### src/rtl/contde1_pkg.sv
// Shared types and constants for the contde1 word sequencer.
package contde1_pkg;

  localparam int WORD_W = 16;
  localparam int CNT_W  = 5;

  // Count reported when the counter never answered.
  localparam logic [CNT_W-1:0] ERR_CNT = 5'd31;

  typedef enum logic [2:0] {
    IDLE,
    LOAD,
    RUN,
    DONE,
    OUT
  } state_t;

endpackage

### src/rtl/contde1_seq_fifo.sv
// DEPTH x WIDTH synchronous FIFO. The head word is visible on rdata while
// the FIFO is not empty. A push while full and a pop while empty are both
// ignored.
module contde1_seq_fifo #(
  parameter int DEPTH = 4,
  parameter int WIDTH = 16
) (
  input  logic             clk,
  input  logic             reset,
  input  logic             push,
  input  logic             pop,
  input  logic [WIDTH-1:0] wdata,
  output logic [WIDTH-1:0] rdata,
  output logic             full,
  output logic             empty
);

  localparam int AW = $clog2(DEPTH);
  localparam logic [AW:0] FULL_CNT = (AW + 1)'(DEPTH);

  logic [WIDTH-1:0] mem [DEPTH];
  logic [AW-1:0]    wptr;
  logic [AW-1:0]    rptr;
  logic [AW:0]      count;
  logic             do_push;
  logic             do_pop;

  assign full    = (count == FULL_CNT);
  assign empty   = (count == '0);
  assign do_push = push && !full;
  assign do_pop  = pop && !empty;
  assign rdata   = mem[rptr];

  // Pointer and occupancy bookkeeping; pointers wrap naturally at DEPTH.
  always_ff @(posedge clk or negedge reset) begin
    // NOTE: state registers use non-blocking assignments so every flop
    // samples pre-edge values regardless of block evaluation order.
    if (!reset) begin
      wptr  <= '0;
      rptr  <= '0;
      count <= '0;
    end else begin
      if (do_push) wptr <= wptr + 1'b1;
      if (do_pop)  rptr <= rptr + 1'b1;
      if (do_push && !do_pop)      count <= count + 1'b1;
      else if (do_pop && !do_push) count <= count - 1'b1;
    end
  end

  // Storage write.
  // NOTE: the array is deliberately not reset; empty/full gate every read,
  // so stale contents are never observed and the array can map to RAM.
  always_ff @(posedge clk) begin
    if (do_push) mem[wptr] <= wdata;
  end

endmodule

### src/rtl/contde1_seq.sv
// Word sequencer and result collector around the 16-bit ones counter:
// buffers input words, feeds them one at a time over start/pronto, and
// returns each count on a valid/ready port with a saturating running total.
module contde1_seq
  import contde1_pkg::*;
#(
  parameter int DEPTH   = 4,
  parameter int TOTW    = 12,
  parameter int TIMEOUT = 32
) (
  input  logic              clk,
  input  logic              reset,
  input  logic              in_valid,
  output logic              in_ready,
  input  logic [WORD_W-1:0] in_data,
  output logic [WORD_W-1:0] cnt_A,
  output logic              cnt_start,
  input  logic [CNT_W-1:0]  cnt_resultado,
  input  logic              cnt_pronto,
  output logic              out_valid,
  input  logic              out_ready,
  output logic [CNT_W-1:0]  out_count,
  output logic              out_err,
  output logic [TOTW-1:0]   out_total,
  input  logic              clr_total
);

  localparam int TW = $clog2(TIMEOUT);
  localparam logic [TW-1:0] TO_LAST = TW'(TIMEOUT - 1);

  state_t            state;
  state_t            state_nxt;
  logic [TW-1:0]     tcnt;
  logic              fifo_full;
  logic              fifo_empty;
  logic              fifo_pop;
  logic [WORD_W-1:0] fifo_rdata;
  logic              run_ok;
  logic              run_to;
  logic [TOTW:0]     sum;

  assign in_ready = !fifo_full;
  assign fifo_pop = (state == IDLE) && !fifo_empty;
  assign run_ok   = (state == RUN) && cnt_pronto;
  assign run_to   = (state == RUN) && !cnt_pronto && (tcnt == TO_LAST);
  assign sum      = {1'b0, out_total} + (TOTW + 1)'(cnt_resultado);

  contde1_seq_fifo #(
    .DEPTH (DEPTH),
    .WIDTH (WORD_W)
  ) u_fifo (
    .clk   (clk),
    .reset (reset),
    .push  (in_valid && in_ready),
    .pop   (fifo_pop),
    .wdata (in_data),
    .rdata (fifo_rdata),
    .full  (fifo_full),
    .empty (fifo_empty)
  );

  // FSM state register.
  always_ff @(posedge clk or negedge reset) begin
    if (!reset) state <= IDLE;
    else        state <= state_nxt;
  end

  // Next-state decode for the feed/collect sequence.
  always_comb begin
    // NOTE: default first so every path assigns state_nxt and no latch forms.
    state_nxt = state;
    unique case (state)
      IDLE: if (!fifo_empty)              state_nxt = LOAD;
      LOAD:                               state_nxt = RUN;
      RUN:  if (run_ok || run_to)         state_nxt = DONE;
      DONE: if (out_err || !cnt_pronto)   state_nxt = OUT;
      OUT:  if (out_ready)                state_nxt = IDLE;
      default:                            state_nxt = IDLE;
    endcase
  end

  // Registered outputs, timeout counter and running total.
  always_ff @(posedge clk or negedge reset) begin
    if (!reset) begin
      cnt_A     <= '0;
      cnt_start <= 1'b0;
      tcnt      <= '0;
      out_valid <= 1'b0;
      out_count <= '0;
      out_err   <= 1'b0;
      out_total <= '0;
    end else begin
      if (fifo_pop) cnt_A <= fifo_rdata;

      // High for exactly the cycles spent in RUN.
      cnt_start <= (state_nxt == RUN);
      out_valid <= (state_nxt == OUT);

      if (state == LOAD)     tcnt <= '0;
      else if (state == RUN) tcnt <= tcnt + 1'b1;

      if (run_ok) begin
        out_count <= cnt_resultado;
        out_err   <= 1'b0;
      end else if (run_to) begin
        out_count <= ERR_CNT;
        out_err   <= 1'b1;
      end

      // Clear wins over a coincident add; that count is dropped.
      if (clr_total)   out_total <= '0;
      else if (run_ok) out_total <= sum[TOTW] ? '1 : sum[TOTW-1:0];
    end
  end

endmodule

### config.mk
export PLATFORM = sky130hd
export DESIGN_NAME = contde1_seq
export DESIGN_NICKNAME = d
export VERILOG_FILES = /design/src/rtl/contde1_pkg.sv /design/src/rtl/contde1_seq_fifo.sv /design/src/rtl/contde1_seq.sv
export SDC_FILE = /design/constraint.sdc
export NUM_CORES = 1
export LEC_CHECK = 0
export CAP_MARGIN = 20
export CORE_ASPECT_RATIO = 1.25
export CORE_MARGIN = 4
export CORE_UTILIZATION = 63
export CTS_CLUSTER_DIAMETER = 150
export CTS_CLUSTER_SIZE = 25
export DETAILED_ROUTE_END_ITERATION = 12
export DONT_BUFFER_PORTS = 1
export HOLD_SLACK_MARGIN = 0.15
export PLACE_DENSITY = 0.91
export SYNTH_ARGS = -nofsm -noshare
export SYNTH_HDL_FRONTEND = slang
export SYNTH_SLANG_ARGS = --single-unit
### constraint.sdc
create_clock -name clk -period 2.6 [get_ports clk]
set_clock_uncertainty 0.05 [all_clocks]
set_input_delay 0.65 -clock clk [delete_from_list [all_inputs] [get_ports clk]]
set_output_delay 0.65 -clock clk [all_outputs]
set_load 0.05 [all_outputs]
Yosys cells after proc, flatten, opt, wreduce, memory -nomap -nowiden
Memory sizes are Yosys's and may differ from the RTL's. A register that Yosys moved wholly into a read port is not among the register bits.
Index checks and enable logic that the tools add are counted.
{ "word_totals": {"elab_cells": 66, "ff_bits": 35, "output_inout_bits": 37, "ram_bits": 64, "mem_count": 1, "in_bits": 27} }
{ "op_classes": {"n_eq_ne": 8, "n_mux": 18, "n_reduce_logical": 23, "n_addsub": 6} }
{ "memory_table": {"columns": ["name", "words", "word_bits", "read_ports", "rd_ports_with_merged_regs", "write_ports", "line", "text"], "rows": [
  ["u_fifo.mem", 4, 16, 1, 1, 1, "contde1_seq_fifo.sv:21", "logic [WIDTH-1:0] mem [DEPTH];"]
]} }
{ "op_table": {"columns": ["cell", "count"], "rows": [
  ["$mux 12", 3],
  ["$mux 5", 4],
  ["$mux 3", 6],
  ["$pmux 3 s5", 1],
  ["$add 12x5->13", 1],
  ["$eq 3x2->1 const B", 3],
  ["$eq 3x3->1 const B", 3],
  ["$logic_and 1x1->1", 9],
  ["$reduce_bool 2->1", 4],
  ["$logic_not 1->1", 6],
  ["$logic_not 3->1", 2],
  ["$add 5x1->5 const B", 1],
  ["$eq 5x5->1 const B", 1],
  ["$add 2x1->2 const B", 2],
  ["$mux 1", 4],
  ["$add 3x1->3 const B", 1],
  ["$eq 3x1->1 const B", 1],
  ["$sub 3x1->3 const B", 1],
  ["$logic_or 1x1->1", 2]
]} }

Longest topological paths before layout
Gate-level depths: netlist of run 1.
{ "logic_depth": {"word_depth": 8, "depth_mapped": 10, "depth_no_buf": 9} }

Cells and area by module
A second synthesis of run 1 with hierarchy kept.
{ "hier_totals": {"hier_cells": 313, "area_unflattened_um2": 4968.5} }
{ "by_module_without_submodules": {"columns": ["module", "area_each_um2", "seq_area_each_um2", "cells_per_inst", "n_inst"], "rows": [
  ["contde1_seq_fifo", 2778.9, 2097.0, 120, 1],
  ["contde1_seq", 2189.6, 1101.1, 193, 1]
]} }

Least setup slack after synthesis of run 1
No wires, ideal clock.
{ "synth_path": {"path_type": "flip-flop to flip-flop", "start": "reg u_fifo.count[0]", "end": "reg u_fifo.count[1]", "synth_period_minus_slack_ps": 2293, "setup_time_ps": 125, "t_arrival_ps": 2118, "stages_incl_launch_ff": 8, "n_path_buf": 0, "setup_slack_ps": 307, "required_ps": 2425, "path_cell_list": "dfrtp_1 nor2_1 nand2_1 and2_0 ha_1 inv_1 fa_1 mux2_2"} }
{ "synth_between": {"elab_chain_len": 7, "elab_cells_between_ends": 17, "classes_between": "add/sub: 2; eq/ne: 1; mux: 2; reduce/logical: 12"} }
{ "synth_lines": {"columns": ["element", "line", "text"], "rows": [
  ["start, declared", "contde1_seq_fifo.sv:24", "logic [AW:0] count;"],
  ["start signal, assigned", "contde1_seq_fifo.sv:45", "if (do_push && !do_pop) count <= count + 1'b1;"],
  ["start signal, assigned", "contde1_seq_fifo.sv:46", "else if (do_pop && !do_push) count <= count - 1'b1;"],
  ["$eq 3x3->1 (*)", "contde1_seq_fifo.sv:28", "assign full = (count == FULL_CNT);"],
  ["$logic_not 1->1 (*)", "contde1_seq.sv:42", "assign in_ready = !fifo_full;"],
  ["named net in_ready", "contde1_seq.sv:14", "output logic in_ready,"],
  ["$logic_and 1x1->1", "contde1_seq.sv:54", ".push (in_valid && in_ready),"],
  ["$logic_and 1x1->1 (*)", "contde1_seq_fifo.sv:30", "assign do_push = push && !full;"],
  ["named net u_fifo.do_push", "contde1_seq_fifo.sv:25", "logic do_push;"],
  ["$logic_not 1->1", "contde1_seq_fifo.sv:46", null],
  ["$logic_and 1x1->1", "contde1_seq_fifo.sv:46", null],
  ["$reduce_bool 2->1 (no line)", null, null]
]} }
Mark *: on every way through the listed nets, which the timed path passes. The rest lies on a longest branch. The select of a mux whose other input is x is not followed.
A chain may end at the register's enable or synchronous reset.

Final worst setup path of run 1
{ "layout_path": {"start": "reg out_total[1]", "end": "reg out_total[4]"} }
{ "layout_between": {"elab_chain_len": 4} }
{ "layout_lines": {"columns": ["element", "line", "text"], "rows": [
  ["start, declared", "contde1_seq.sv:24", "output logic [TOTW-1:0] out_total,"],
  ["start signal, assigned", "contde1_seq.sv:112", "else if (run_ok) out_total <= sum[TOTW] ? '1 : sum[TOTW-1:0];"],
  ["$add 12x5->13", "contde1_seq.sv:46", "assign sum = {1'b0, out_total} + (TOTW + 1)'(cnt_resultado);"],
  ["$mux 12 (2 in a row)", "contde1_seq.sv:112", null],
  ["$mux 12", "contde1_seq.sv:111", "if (clr_total) out_total <= '0;"]
]} }
No other way between the ends. The select of a mux whose other input is x is not followed.

==> impl_metrics.ini, run 1 <==
[worst_setup_path]
cp-start-kind = flip-flop
cp.arrival_ns = 2.65
cpMaxStageDelayCell = dfrtp_1
path_max_fanout = 6
required_ns = 2.95
critPathLaunch = out_total[1]
cp_num_buf_inv = 0
cpLargestDelayFamily = compound AO/OA/AOI/OAI gates
cp_cell_sequence = fa_1, a21oi_1, o21ai_1, nand4_2, a311oi_1
r2r-start = out_total[1]
worstSetupPathType = reg -> reg
endpoint_kind = flip-flop
max_stage_delay_ns = 0.70
reg2reg_slack_ns = 0.30

[clock_tree]
clkSinkCount = 115
cts_root_buffer = clkbuf_8
cts_tree = built
cts_buffer_depth = 2
clk_latency_ns = 0.51
cts_buffers = 17
clk_pin_slew_ns = 0.06
htreeDepth = 4

[layout]
final_cell_mix = 64 x edfxtp_1, 51 x dfrtp_1, 18 x mux2_2, 16 x clkbuf_16, 16 x buf_4
nets = 372
drive_gt1_frac = 0.218
diodes = 0
area.growth.synth_to_final_pct = 16.6
layout.cells.most_common = edfxtp_1

[power]
power.total_mw = 7.70
ir_drop_uv = 984
leakage_nw = 2.24
power_per_cell_area_mw_per_mm2 = 1360

[detailed_routing]
route.vias.total = 2862
first_pass_iters = 7
drt-initial-drc-count = 163
drt-total-wl_mm = 10.7
vias_per_cell = 6.56
ant_nets = 0
route.detailed.drc = 0
wire_per_inst_um = 24.6

[logic_synthesis]
synth-xor-area-share = 0.0162
synth_seq_cells = 115
synthArstFlopShare = 0.443
yosysWarnings = 0
synth_edf_count = 64
synth_compound_area_frac = 0.0809
synthAdderAreaFrac = 0.0390
synthMuxAreaShare = 0.125
synth_top_family_by_area = multiplexers
syn_inst = 305
synthSimpleGateAreaFrac = 0.0598
ys.flop_type = edfxtp_1
syn_nets = 346
ys_seq_area_frac = 0.656
synth_cell_type_count = 43
syn_area_per_cell_um2 = 16.0
synthesis.area_mm2 = 0.00487

[timing]
relSlewSlack = 0.481
max_freq_mhz = 434
tightestPinTransition_ns = 0.778
slew_viol_final = 0
fin_crit_sh = 0.886
setup_viol = 0
rsz0062_at_grt = false
finalSetupTns_ns = 0
fin_crit_ns = 2.30
final-hold-violation-count = 0

[floorplanning]
core_mm2 = 0.00744
start_util = 0.655
dieHeight_um = 106
boundaryPins = 64
fp-row-count = 35
die_area_mm2 = 0.00922
fp.dieW_um = 86.7

[grt]
grt_max_degree = 52
grt_pass1_vias = 3008
overflow = 0
antenna_found_initial = 0
grt.total_usage = 0.257
grt_pass1_wl_mm = 17.1

[run_status]
status = finished, final reports clean

[placement]
hpwl_mm = 6.15
portBuffers = 0
gp_congestion = 0.874

[hold_path]
hp-class = in -> reg
hp-start = in_data[8]

[flow_run]
cap_violations = 0
-- worst paths after layout --
path | to | depth (start not counted)
worst min-delay path | u_fifo.mem[0][8] | 0
worst min register to register | u_fifo.count[2] | 1
worst max-delay path | out_total[4] | 5
max in group asynchronous | out_total[10] | 2
min in group asynchronous | out_count[0] | 2
worst max register to register | out_total[4] | 5
-- worst reg2reg max path, cell delays in order, from the launching register on --
cell	delay, ns
dfrtp_1	0.70
fa_1	0.34
a21oi_1	0.12
o21ai_1	0.40
nand4_2	0.27
a311oi_1	0.34
-- state kept, by name (all words and copies together), names as in the netlist --
name,cells
u_fifo.mem,64
cnt_A,16
out_total,12
out_count,5
tcnt,5
state,3
u_fifo.count,3
u_fifo.rptr,2
u_fifo.wptr,2
cnt_start,1
out_err,1
out_valid,1
-- synth_stat cells, types with 5 or more instances --
| cell type | n | share of area |
|---|---|---|
| nand2_1 | 12 | 0.0092 |
| a21oi_1 | 14 | 0.014 |
| xnor2_1 | 6 | 0.011 |
| buf_2 | 6 | 0.0062 |
| o21ai_0 | 12 | 0.012 |
| mux4_1 | 12 | 0.065 |
| mux2_2 | 18 | 0.042 |
| a311oi_1 | 5 | 0.0090 |
| edfxtp_1 | 64 | 0.39 |
| a31oi_1 | 5 | 0.0064 |
| inv_1 | 10 | 0.0077 |
| nor2_1 | 11 | 0.0085 |
| and3_1 | 8 | 0.010 |
| o22a_1 | 5 | 0.0090 |
| ha_1 | 12 | 0.031 |
| dfrtp_1 | 51 | 0.26 |
-- cell type report --
| cell class | instances | area [um^2] |
|---|---|---|
| clock buffer | 18 | 418 |
| clock inverter | 14 | 179 |
| fill | 405 | 1760 |
| inverter | 10 | 37.5 |
| multi-input combinational | 168 | 1570 |
| sequential | 115 | 3200 |
| tap | 92 | 115 |
| timing repair buffer | 19 | 168 |
-- kinds of logic after synthesis --
family                     Yosys count
AOI/OAI and AO/OA                   59
xor gates and xnor gates             9
adders and majority gates           14
buffers and inverters               22
DFF                                115
muxes                               34
and+or+nand+nor                     52
-- repair_timing --
item / in CTS / in global routing
endpoints found under the setup margin: 0 / 0
setup buffers: 0 / 0
resized for setup: 0 / 0
endpoints found under the hold margin: 58 / 0
hold buffers: 3 / 0
-- per-layer routing --
layer | wire [um] | up-vias | global-route usage | share of wire
met1 | 3730 | 1463 | 0.285 | 0.35
met5 | 0 | - | 0 | 0
met2 | 5870 | 142 | 0.448 | 0.55
met4 | 130 | 0 | 0.0880 | 0.012
met3 | 993 | 11 | 0.0977 | 0.093
li1 | - | 1246 | - | -
-- per-stage QoR --
stage                     area [um^2]  hold WS [ns]  instances   util  worst slack (ns)
after floorplan                  4870         0.304        305      -             0.307
after global placement           5040         0.306        401  0.677             0.380
after detailed placement         5040         0.306        401  0.677             0.301
after CTS                        5680         0.158        436  0.764             0.330
after global routing             5680         0.153        436  0.764             0.172
final                            5680         0.185        436  0.764             0.296
-- power breakdown --
part / total [mW] / internal, mW / switching, mW
Clock: 2.32 / 1.47 / 0.851
Combinational: 1.83 / 0.869 / 0.958
Sequential: 3.55 / 2.46 / 1.09
Total: 7.70 / 4.80 / 2.90
Note: power is estimated with default switching activity, not from simulation.
==> run 2: changes to the inputs <==
CORE_ASPECT_RATIO = not set   (was 1.25)
==> run 2 against run 1 <==
Against the previous run:
- combinational power barely moved
- largest cell class unchanged
- non-clock buffer count increased by 3
- register-to-register slack improved by 0.04 ns
==> impl_metrics.ini, run 2 (synthesis results as in run 1) <==
[power]
leakage_nw = 2.24
power.total_mw = 7.57
ir_drop_uv = 1340
power_per_cell_area_mw_per_mm2 = 1330

[layout]
regArea_mm2 = 0.00320
fillers = 404
regMostFlops = u_fifo.mem
area.growth.synth_to_final_pct = 17.0
nets = 375
final_cells = 446
diodes = 0
largest_reg_flops = 64
layout.cells.most_common = edfxtp_1
multi_input_area_mm2 = 0.00157
final_cell_mix = 64 x edfxtp_1, 51 x dfrtp_1, 18 x mux2_2, 17 x buf_4, 16 x clkbuf_16
reg_top3 = u_fifo.mem: 64 flops, cnt_A: 16 flops, out_total: 12 flops
drive_gt1_frac = 0.225

[worst_setup_path]
worstSetupPathType = reg -> reg
cp_num_buf_inv = 0
cp.arrival_ns = 2.61
path_max_fanout = 6
required_ns = 2.95
rr_worst_depth = 5
cpLargestDelayFamily = compound AO/OA/AOI/OAI gates
cp_cell_sequence = ha_1, a21oi_1, o21ai_1, nand4_2, a311oi_1
cpMaxStageDelayCell = dfrtp_1
endpoint_kind = flip-flop
max_stage_delay_ns = 0.58
crit_cells = 5
cp-start-kind = flip-flop

[detailed_routing]
wire_per_inst_um = 22.4
route.vias.total = 2838
ant_nets = 0
drt-total-wl_mm = 10.0
first_pass_iters = 4
route.detailed.drc = 0
drt-initial-drc-count = 154
vias_per_cell = 6.36

[placement]
place_ws_ns = 0.325
portBuffers = 0
placed_cells = 410
hpwl_mm = 5.95
gp_congestion = 0.865

[clock_tree]
clk_pin_slew_ns = 0.06
clk_latency_ns = 0.50
cts_tree = built
cts_root_buffer = clkbuf_8
cts_buffers = 17
clkSinkCount = 115
htreeDepth = 4
cts_resized = 0
cts_buffer_depth = 2

[timing]
setup_viol = 0
rsz0062_at_grt = false
fin_crit_sh = 0.869
relSlewSlack = 0.517
finalSetupTns_ns = 0
tightestPinTransition_ns = 0.724
max_freq_mhz = 442
fin_crit_ns = 2.26
slew_viol_final = 0
final-hold-violation-count = 0
fin_ws_ns = 0.340
holdWs_ns = 0.192

[hold_path]
hp-class = in -> reg
worstHoldPathCells = 0

[floorplanning]
dieHeight_um = 96.0
boundaryPins = 64
core_mm2 = 0.00737
fp.dieW_um = 96.0
start_util = 0.661
die_area_mm2 = 0.00921
fp-row-count = 31

[grt]
grt_pass1_vias = 2972
antenna_found_initial = 0
overflow = 0
grt_pass1_wl_mm = 15.8
grt_max_degree = 52
grt.total_usage = 0.241

[flow_run]
cap_violations = 0

[run_status]
status = finished, final reports clean
==> run 2: changes by cell type in the layout (fill, tap and decap cells not counted), sizes merged <==
cell	delta
clkinvlp	+1
clkinv	-2
bufinv	-2
buf	+2
dlygate4sd3	+1
inv	+3
==> run 2: cell type report <==
cell class / instances / share of cell area
clock buffer: 18 / 0.0750
clock inverter: 14 / 0.0248
inverter: 10 / 0.00658
multi-input combinational: 168 / 0.275
sequential: 115 / 0.561
tap: 99 / 0.0217
timing repair buffer: 22 / 0.0360
==> run 2: timing repair <==
action / CTS / global route
hold endpoints to repair: 57 / 1
hold buffers: 3 / 1
setup buffers: 0 / 0
==> run 2: path summary, 6_finish.rpt <==
kind	start	end	slack [ns]
min in group asynchronous	reset	out_total[4]	0.62
max in group asynchronous	reset	out_valid	1.66
hold / removal	in_data[14]	u_fifo.mem[0][14]	0.19
setup reg to reg	out_total[2]	out_total[3]	0.34
setup / recovery	out_total[2]	out_total[3]	0.34
hold reg to reg	u_fifo.count[2]	u_fifo.count[2]	0.47
==> run 2: layer usage <==
| layer | track usage | vias up | wire (um) | part of all wire |
|---|---|---|---|---|
| met5 | 0 | - | 0 | 0 |
| met4 | 0.0770 | 0 | 143 | 0.014 |
| li1 | - | 1252 | - | - |
| met3 | 0.0962 | 14 | 871 | 0.087 |
| met1 | 0.276 | 1428 | 3800 | 0.38 |
| met2 | 0.415 | 144 | 5190 | 0.52 |
==> run 2: worst register-to-register path, delay by kind of cell, from the launching register on <==
| family | cells | cell delay [ns] |
|---|---|---|
| compound gates | 3 | 0.83 |
| flops | 1 | 0.58 |
| fa+ha+maj | 1 | 0.44 |
| simple gates | 1 | 0.25 |
==> run 2: power by group <==
| part | switching [mW] | internal (mW) | leakage [nW] |
|---|---|---|---|
| Sequential | 1.09 | 2.46 | 1.22 |
| Combinational | 0.940 | 0.891 | 0.754 |
| Clock | 0.876 | 1.32 | 0.268 |
| Total | 2.90 | 4.67 | 2.24 |
==> run 2: stage by stage <==
step                      area [um^2]   util
after floorplan                  4870      -
after global placement           5080  0.689
after detailed placement         5080  0.689
after CTS                        5690  0.772
after global routing             5700  0.774
final                            5700  0.774
